**src/rtl/blram_arb_pkg.sv**
```systemverilog
// Shared definitions for the two-requester block-RAM arbiter.
//   ADDR_W_DEF / DATA_W_DEF : default RAM geometry
//   req_id_t                : 1-bit requester id (0 = r0, 1 = r1)
package blram_arb_pkg;
  localparam int ADDR_W_DEF = 13;
  localparam int DATA_W_DEF = 16;
  localparam int NUM_REQ    = 2;

  typedef logic req_id_t;
endpackage

```
**src/rtl/blram_arb_rr.sv**
```systemverilog
// 2-way round-robin pick.
//   req  [1:0] : raw requests
//   last       : id of the most recent winner
//   mask [1:0] : eligibility mask (lock restricts it to the owner)
//   gnt  [1:0] : one-hot grant, all-zero when nobody is eligible
module blram_arb_rr
  import blram_arb_pkg::*;
(
  input  logic [NUM_REQ-1:0] req,
  input  req_id_t            last,
  input  logic [NUM_REQ-1:0] mask,
  output logic [NUM_REQ-1:0] gnt
);

  logic [NUM_REQ-1:0] elig;

  always_comb begin
    elig = req & mask;
    gnt  = elig;
    // Contest: the requester that did not win last time takes it.
    if (elig == 2'b11) gnt = last ? 2'b01 : 2'b10;
  end

endmodule

```
**src/rtl/blram_arbiter.sv**
```systemverilog
// Two-requester arbiter in front of a single-port, registered-output block RAM.
// One access per cycle, combinational grant, read data returned exactly one
// cycle after the grant on the owning requester's rvalid/rdata.
//   clk, rst (async, active low)
//   rN_req/we/addr/wdata    : requester N access (held until granted)
//   rN_lock                 : requester N lock (only with BLRAM_ARB_LOCK_EN)
//   rN_gnt                  : access of requester N issued this cycle
//   rN_rvalid/rdata         : read return; rdata holds while rvalid is low
//   ram_we/addr/wdata       : RAM command, zero when idle
//   ram_rdata               : RAM registered read data
// Optional feature: define BLRAM_ARB_LOCK_EN to enable requester locking.
module blram_arbiter
  import blram_arb_pkg::*;
#(
  parameter int ADDR_W = ADDR_W_DEF,
  parameter int DATA_W = DATA_W_DEF
) (
  input  logic              clk,
  input  logic              rst,
  input  logic              r0_req,
  input  logic              r0_we,
  input  logic [ADDR_W-1:0] r0_addr,
  input  logic [DATA_W-1:0] r0_wdata,
  input  logic              r1_req,
  input  logic              r1_we,
  input  logic [ADDR_W-1:0] r1_addr,
  input  logic [DATA_W-1:0] r1_wdata,
`ifdef BLRAM_ARB_LOCK_EN
  input  logic              r0_lock,
  input  logic              r1_lock,
`endif
  output logic              r0_gnt,
  output logic              r0_rvalid,
  output logic [DATA_W-1:0] r0_rdata,
  output logic              r1_gnt,
  output logic              r1_rvalid,
  output logic [DATA_W-1:0] r1_rdata,
  output logic              ram_we,
  output logic [ADDR_W-1:0] ram_addr,
  output logic [DATA_W-1:0] ram_wdata,
  input  logic [DATA_W-1:0] ram_rdata
);

  logic [NUM_REQ-1:0]             req, gnt, mask;
  req_id_t                        last_q, win_id;
  logic                           win_we;
  logic                           tag_vld;
  req_id_t                        tag_id;
  logic [NUM_REQ-1:0][DATA_W-1:0] rdata_q;

  assign req    = {r1_req, r0_req};
  assign win_id = gnt[1];
  assign win_we = gnt[1] ? r1_we : r0_we;

`ifdef BLRAM_ARB_LOCK_EN
  logic    lock_act;
  req_id_t lock_own;
  logic    win_lock;

  assign win_lock = gnt[1] ? r1_lock : r0_lock;
  assign mask     = !lock_act ? 2'b11 : (lock_own ? 2'b10 : 2'b01);

  // A grant re-decides the lock from the winner's lock bit; an owner that
  // drops its request gives the lock up without an access.
  always_ff @(posedge clk or negedge rst) begin
    if (!rst) begin
      lock_act <= 1'b0;
      lock_own <= 1'b0;
    end else if (|gnt) begin
      lock_act <= win_lock;
      lock_own <= win_id;
    end else if (lock_act && !req[lock_own]) begin
      lock_act <= 1'b0;
    end
  end
`else
  assign mask = 2'b11;
`endif

  blram_arb_rr u_rr (
    .req  (req),
    .last (last_q),
    .mask (mask),
    .gnt  (gnt)
  );

  assign r0_gnt = gnt[0];
  assign r1_gnt = gnt[1];

  always_comb begin
    ram_we    = 1'b0;
    ram_addr  = '0;
    ram_wdata = '0;
    if (gnt[0]) begin
      ram_we    = r0_we;
      ram_addr  = r0_addr;
      ram_wdata = r0_wdata;
    end else if (gnt[1]) begin
      ram_we    = r1_we;
      ram_addr  = r1_addr;
      ram_wdata = r1_wdata;
    end
  end

  // last_q resets to 1 so requester 0 wins the first contest.
  always_ff @(posedge clk or negedge rst) begin
    if (!rst) begin
      last_q  <= 1'b1;
      tag_vld <= 1'b0;
      tag_id  <= 1'b0;
      rdata_q <= '0;
    end else begin
      if (|gnt) last_q <= win_id;
      tag_vld <= (|gnt) && !win_we;
      tag_id  <= win_id;
      if (tag_vld) rdata_q[tag_id] <= ram_rdata;
    end
  end

  // Return data bypasses straight from the RAM in the rvalid cycle; the
  // register only holds it afterwards.
  assign r0_rvalid = tag_vld && !tag_id;
  assign r1_rvalid = tag_vld &&  tag_id;
  assign r0_rdata  = r0_rvalid ? ram_rdata : rdata_q[0];
  assign r1_rdata  = r1_rvalid ? ram_rdata : rdata_q[1];

endmodule

```
**config.mk**
```make
export PLATFORM = sky130hd
export DESIGN_NAME = blram_arbiter
export DESIGN_NICKNAME = d
export VERILOG_FILES = /design/src/rtl/blram_arb_pkg.sv /design/src/rtl/blram_arb_rr.sv /design/src/rtl/blram_arbiter.sv
export SDC_FILE = /design/constraint.sdc
export NUM_CORES = 1
export LEC_CHECK = 0
export BUFFER_PORTS_ARGS = -buffer_cell sky130_fd_sc_hd__buf_2
export CELL_PAD_IN_SITES_DETAIL_PLACEMENT = 1
export CELL_PAD_IN_SITES_GLOBAL_PLACEMENT = 1
export CORE_AREA = 5 5 77 107
export CTS_CLUSTER_SIZE = 30
export DETAILED_ROUTE_END_ITERATION = 8
export DIE_AREA = 0 0 82 112
export PLACE_DENSITY_LB_ADDON = 0.15
export SETUP_SLACK_MARGIN = 0.3
export SLEW_MARGIN = 40
export SYNTH_ARGS = -nofsm -noshare
export SYNTH_HDL_FRONTEND = slang
export SYNTH_SLANG_ARGS = --single-unit
export TNS_END_PERCENT = 50
```
**constraint.sdc**
```tcl
create_clock -name clk -period 1.4 [get_ports clk]
set_clock_uncertainty 0.2 [all_clocks]
set_input_delay 0.14 -clock clk [delete_from_list [all_inputs] [get_ports clk]]
set_output_delay 0.14 -clock clk [all_outputs]
set_load 0.005 [all_outputs]
```
-- Word-level counts from Yosys, hierarchy flattened
Index checks and enable logic that the tools add are counted.
- reduce and logical (&&, ||, !) cells: 7
- $lt $le $gt $ge: 2
- equality and inequality tests: 1
- muxes and demuxes: 14
- operators with widths (cell ; count):
    $mux W16 ; 5
    $bwmux W32 ; 1
    $mux W13 ; 2
    $demux W16 S1 ; 1
    $logic_and A1 B1 Y1 ; 4
    $mux W2 ; 2
    $mux W1 ; 3
    $eq A2 B2 Y1 const B ; 1
    $logic_not A1 Y1 ; 2
    $lt A1 B2 Y1 const B ; 1
    $reduce_or A2 Y1 ; 1
    $ge A1 B1 Y1 const B ; 1
- flip-flop bits (word level): 35
- logic and storage cells: 29
- input bits: 80
- output and inout bits: 66

-- Longest topological paths before layout
- depth after elaboration: 5
- gate-level depth with buffers: 4
- gate-level depth less buffers: 2

-- Hierarchy
Synthesis repeated with hierarchy kept, for this count alone.
- cells, all modules: 139
- area total of the unflattened synthesis: 1973.1 µm²
- by module, submodules not included (module ; times used ; area each (µm²) ; cells each ; seq. area each (µm²)):
    blram_arbiter ; 1 ; 1953.1 ; 136 ; 877.1
    blram_arb_rr ; 1 ; 20.0 ; 3 ; 0.0

-- Least setup slack after synthesis
Ideal clock, no wire load.
- kind: flip-flop to output port
- from: reg tag_id
- to: out r0_rdata[10]
- slack: -0.026 ns
- required time: 1.060 ns
- path buffers: 2
- arrival time: 1.086 ns
- cell stages (with the launch flop): 5
- path through: dfrtp_1 -> nor2b_1 -> buf_6 -> buf_12 -> mux2_4
- cells in the longest elaborated chain, start to end: 3
- RTL lines (what ; line ; source):
    start: declaration ; blram_arbiter.sv:48 ; req_id_t tag_id;
    start signal: assignment ; blram_arbiter.sv:115 ; tag_id <= win_id;
    $logic_not A1 Y1 ; blram_arbiter.sv:122 ; assign r0_rvalid = tag_vld && !tag_id;
    $logic_and A1 B1 Y1 ; blram_arbiter.sv:122 ;
    via r0_rvalid ; blram_arbiter.sv:33 ; output logic r0_rvalid,
    $mux W16 ; blram_arbiter.sv:124 ; assign r0_rdata = r0_rvalid ? ram_rdata : rdata_q[0];
    end: declaration ; blram_arbiter.sv:34 ; output logic [DATA_W-1:0] r0_rdata,
The timed path passes the listed nets, and every way through them passes these cells.

-- Final worst setup path
- from: reg tag_id
- to: out r0_rdata[11]
- cells in the longest elaborated chain, start to end: 3
- RTL lines (what ; line):
    $logic_not A1 Y1 ; blram_arbiter.sv:122
    $logic_and A1 B1 Y1 ; blram_arbiter.sv:122
    $mux W16 ; blram_arbiter.sv:124
Every way passes these cells.

==> results by group <==
Yosys
  – Seq/Total Area, Yosys: roughly 50%
  – YS warnings: 0
  – Post-Syn Instances: roughly 120
  – Synth Area in Compound Gates: around a fifth
  – Flops & latches, synth: 35
  – Syn Std Cell Area: approximately 1700 sq um
  – Syn avg cell area: approximately 14 sq um
  – Largest family of logic cells by synthesized area: multiplexers
  – Synth Area in Adders: 0%
  – Syn_nets: around 200
  – Simple-gate portion of the synthesized area: between 2 and 2.5%
  – XOR/XNOR share of the synthesized area: 0%
  – Post-synthesis mux area share: about 23%
  – Post-synth cell types: 19

Place
  – Port Buf Inserts: between 100 and 150
  – Post-Place Cell Area: between 2000 and 3000 sq um
  – DP HPWL: a little under 5 mm
  – GP Congestion: about 0.76

Timing
  – Final Max Slew Viols: 0
  – Final worst path period share: 132%
  – Final setup margin: -453 ps
  – Worst-Margin Slew: around 340 ps
  – Min Hold Slack: -86.2 ps
  – Hold Fails Final Rpt: 29
  – Fmax: approximately 0.54 GHz
  – Slew headroom: 77.0%
  – Period minus WS final: between 1500 and 2000 ps
  – RSZ-0062 raised after global routing: yes
  – Final setup fails: 78

Global routing
  – Total track usage: between 10% and 20%
  – First-pass GRT wire length: about 10 mm
  – Global route hottest layer: met2
  – Vias in the first global route: around 2,000
  – Initial antenna violation count: 0
  – Largest net degree at the start of global routing: 34
  – Grt met3 use: ~5.3%
  – Grt met2 use: between 20% and 30%
  – Met1 GRT Util: ~15%
  – Remaining global-route overflow: 0

Pwr
  – Total power: slightly above 4000 uW
  – Leakage power: 0.00167 uW
  – Pwr dens: 1270 nW/um^2
  – VDD IR max: roughly 0.5 mV

Critical path
  – CP max stage delay: about 420 ps
  – Required @ worst endpoint: between 1000 and 1500 ps
  – Crit start category: flop
  – Worst path most repeated cell: buf_6
  – Critical path arrival: between 1500 and 2000 ps
  – Ordered list of cells on the worst path: nor2b_4, buf_6, mux2_4, buf_6
  – Kind of critical path: reg -> out
  – CP max FO: 5
  – Worst setup EP type: output port
  – Critical path's slowest cell: dfrtp_1

CTS
  – CTS Hold Bufs: 4
  – Clock Path Buffers: 2
  – CTS Sinks: 35
  – CTS Buf Count: 5
  – CTS H-tree depth: 2
  – Clk root buf: clkbuf_8
  – CTS tree: done
  – Clock latency on the worst-skew pair: 290 ps
  – Worst-path clk slew: about 80 ps

Status
  – Status: complete, but fails checks
  – Failing checks: hold timing, setup timing

Hold path
  – Tightest Hold Check Type: in -> reg

Floorplanning
  – Initial core utilization: between 20% and 30%
  – Row count: 37
  – I/O Pins: ~150
  – Die Area: ~9200 sq um
  – Total core area: between 7000 and 8000 sq um
  – Die width: 82 microns
  – Die Ht: about 110 microns

Final layout
  – Final Instance Area: about 3200 sq um
  – Share of post-route cells with drive strength above 1: between 70% and 80%
  – Syn-to-layout area delta: 85.0%
  – Fillcell total: 783
  – Post-layout net count: between 300 and 400
  – Ant diodes: 0

Detailed routing
  – DRC viols: 0
  – Avg Vias per Cell: 4.65
  – Vias: ~1,800
  – 1st-iter DRT viols: 18
  – ANT nets after route: 0
  – Wire per inst: around 17 microns
  – DR pass1 iterations: 4
  – WL final: about 6.5 mm

Run
  – Max Cap Viol: 0
layout by cell type, fill, tap and decap left out, drive strengths merged:
cell / n
nand2b: 1
dfrtp: 34
and2: 1
inv: 4
clkinv: 1
nand2: 1
a32o: 31
a21oi: 1
dlygate4sd3: 4
nor2b: 1
mux2: 32
nor2: 1
clkbuf: 7
a21boi: 1
bufinv: 1
buf: 160
dfstp: 1
metal layers:
layer  wire, microns  share of wire (%)
met1            2380                 37
met5               0                  0
met4             153                2.4
met3             664                 10
met2            3300                 51
worst paths after layout:
kind | start | end | slack [ps] | cells past startpoint
worst max-delay path | tag_id | r0_rdata[11] | -450 | 4
worst min-delay path | ram_rdata[0] | rdata_q[0] | -90 | 2
worst max register to register | tag_id | rdata_q[11] | -130 | 4
worst min register to register | rdata_q[24] | rdata_q[24] | 300 | 1
max in group asynchronous | rst | rdata_q[13] | 480 | 3
min in group asynchronous | rst | rdata_q[20] | 80 | 2
critical path, delay by kind of cell, from the launching register on:
family / cells / cell delay, ps
buffers and inverters: 2 / 280
multiplexers: 1 / 320
AND/OR/NAND/NOR: 1 / 190
flip-flops: 1 / 420
through the flow:
step | hold slack [ps] | TNS, ps | instances | setup slack [ps] | util (%)
floorplan | -356 | -365 | 121 | -25.5 | -
global placement | -128 | -4890 | 360 | -129 | 36.8
detailed placement | -133 | -5140 | 360 | -128 | 36.8
CTS | -103 | -26270 | 373 | -464 | 41.8
global route | -93.9 | -32160 | 379 | -526 | 44.6
finish | -86.2 | -25830 | 379 | -453 | 44.6
state kept, by name, summed over array words and instances, names as in the netlist:
name     flops
last_q       1
tag_id       1
rdata_q     32
tag_vld      1
power by group:
| part | total (uW) | internal, uW | switching, uW |
|---|---|---|---|
| registers | 1350 | 1270 | 80.8 |
| logic | 1800 | 1180 | 618 |
| clock network | 938 | 540 | 399 |
| total | 4090 | 2990 | 1100 |
cells in the mapped netlist:
| master | instances | area, sq um |
|---|---|---|
| a21oi_1 | 1 | 5.00 |
| dfrtp_1 | 34 | 851 |
| mux2_2 | 19 | 214 |
| nand2b_4 | 1 | 13.8 |
| buf_4 | 3 | 22.5 |
| mux2_1 | 4 | 45.0 |
| buf_2 | 4 | 20.0 |
| buf_12 | 1 | 20.0 |
| a21boi_2 | 1 | 11.3 |
| a32o_1 | 31 | 310 |
| buf_1 | 3 | 11.3 |
| inv_1 | 3 | 11.3 |
| buf_6 | 2 | 22.5 |
| dfstp_2 | 1 | 26.3 |
| mux2_4 | 9 | 135 |
| nor2b_1 | 1 | 6.26 |
| nor2_1 | 1 | 3.75 |
| and2_1 | 1 | 6.26 |
| nand2_2 | 1 | 6.26 |
cell type report:
| cell class | instances | area [sq um] | share of cell area, % |
|---|---|---|---|
| flip-flops and latches | 35 | 877 | 27.2 |
| clock inverters | 3 | 47.5 | 1.48 |
| clock buffers | 5 | 68.8 | 2.14 |
| well taps | 97 | 121 | 3.77 |
| inverters | 3 | 11.3 | 0.350 |
| repair buffers | 166 | 1240 | 38.6 |
| multi-input cells | 70 | 853 | 26.5 |
cell families after synthesis:
logic type | Yosys count
AOI/OAI and AO/OA | 33
buffers and inverters | 16
DFF | 35
muxes | 32
and+or+nand+nor | 5
what timing repair did:
item,4_1_cts,5_1_grt
resized for setup,40,27
hold endpoints to repair,69,30
setup buffers,1,3
setup endpoints to repair,100,101
pin swaps,0,4
cloned,0,3
No activity file was read; power rests on OpenSTA's default activity.
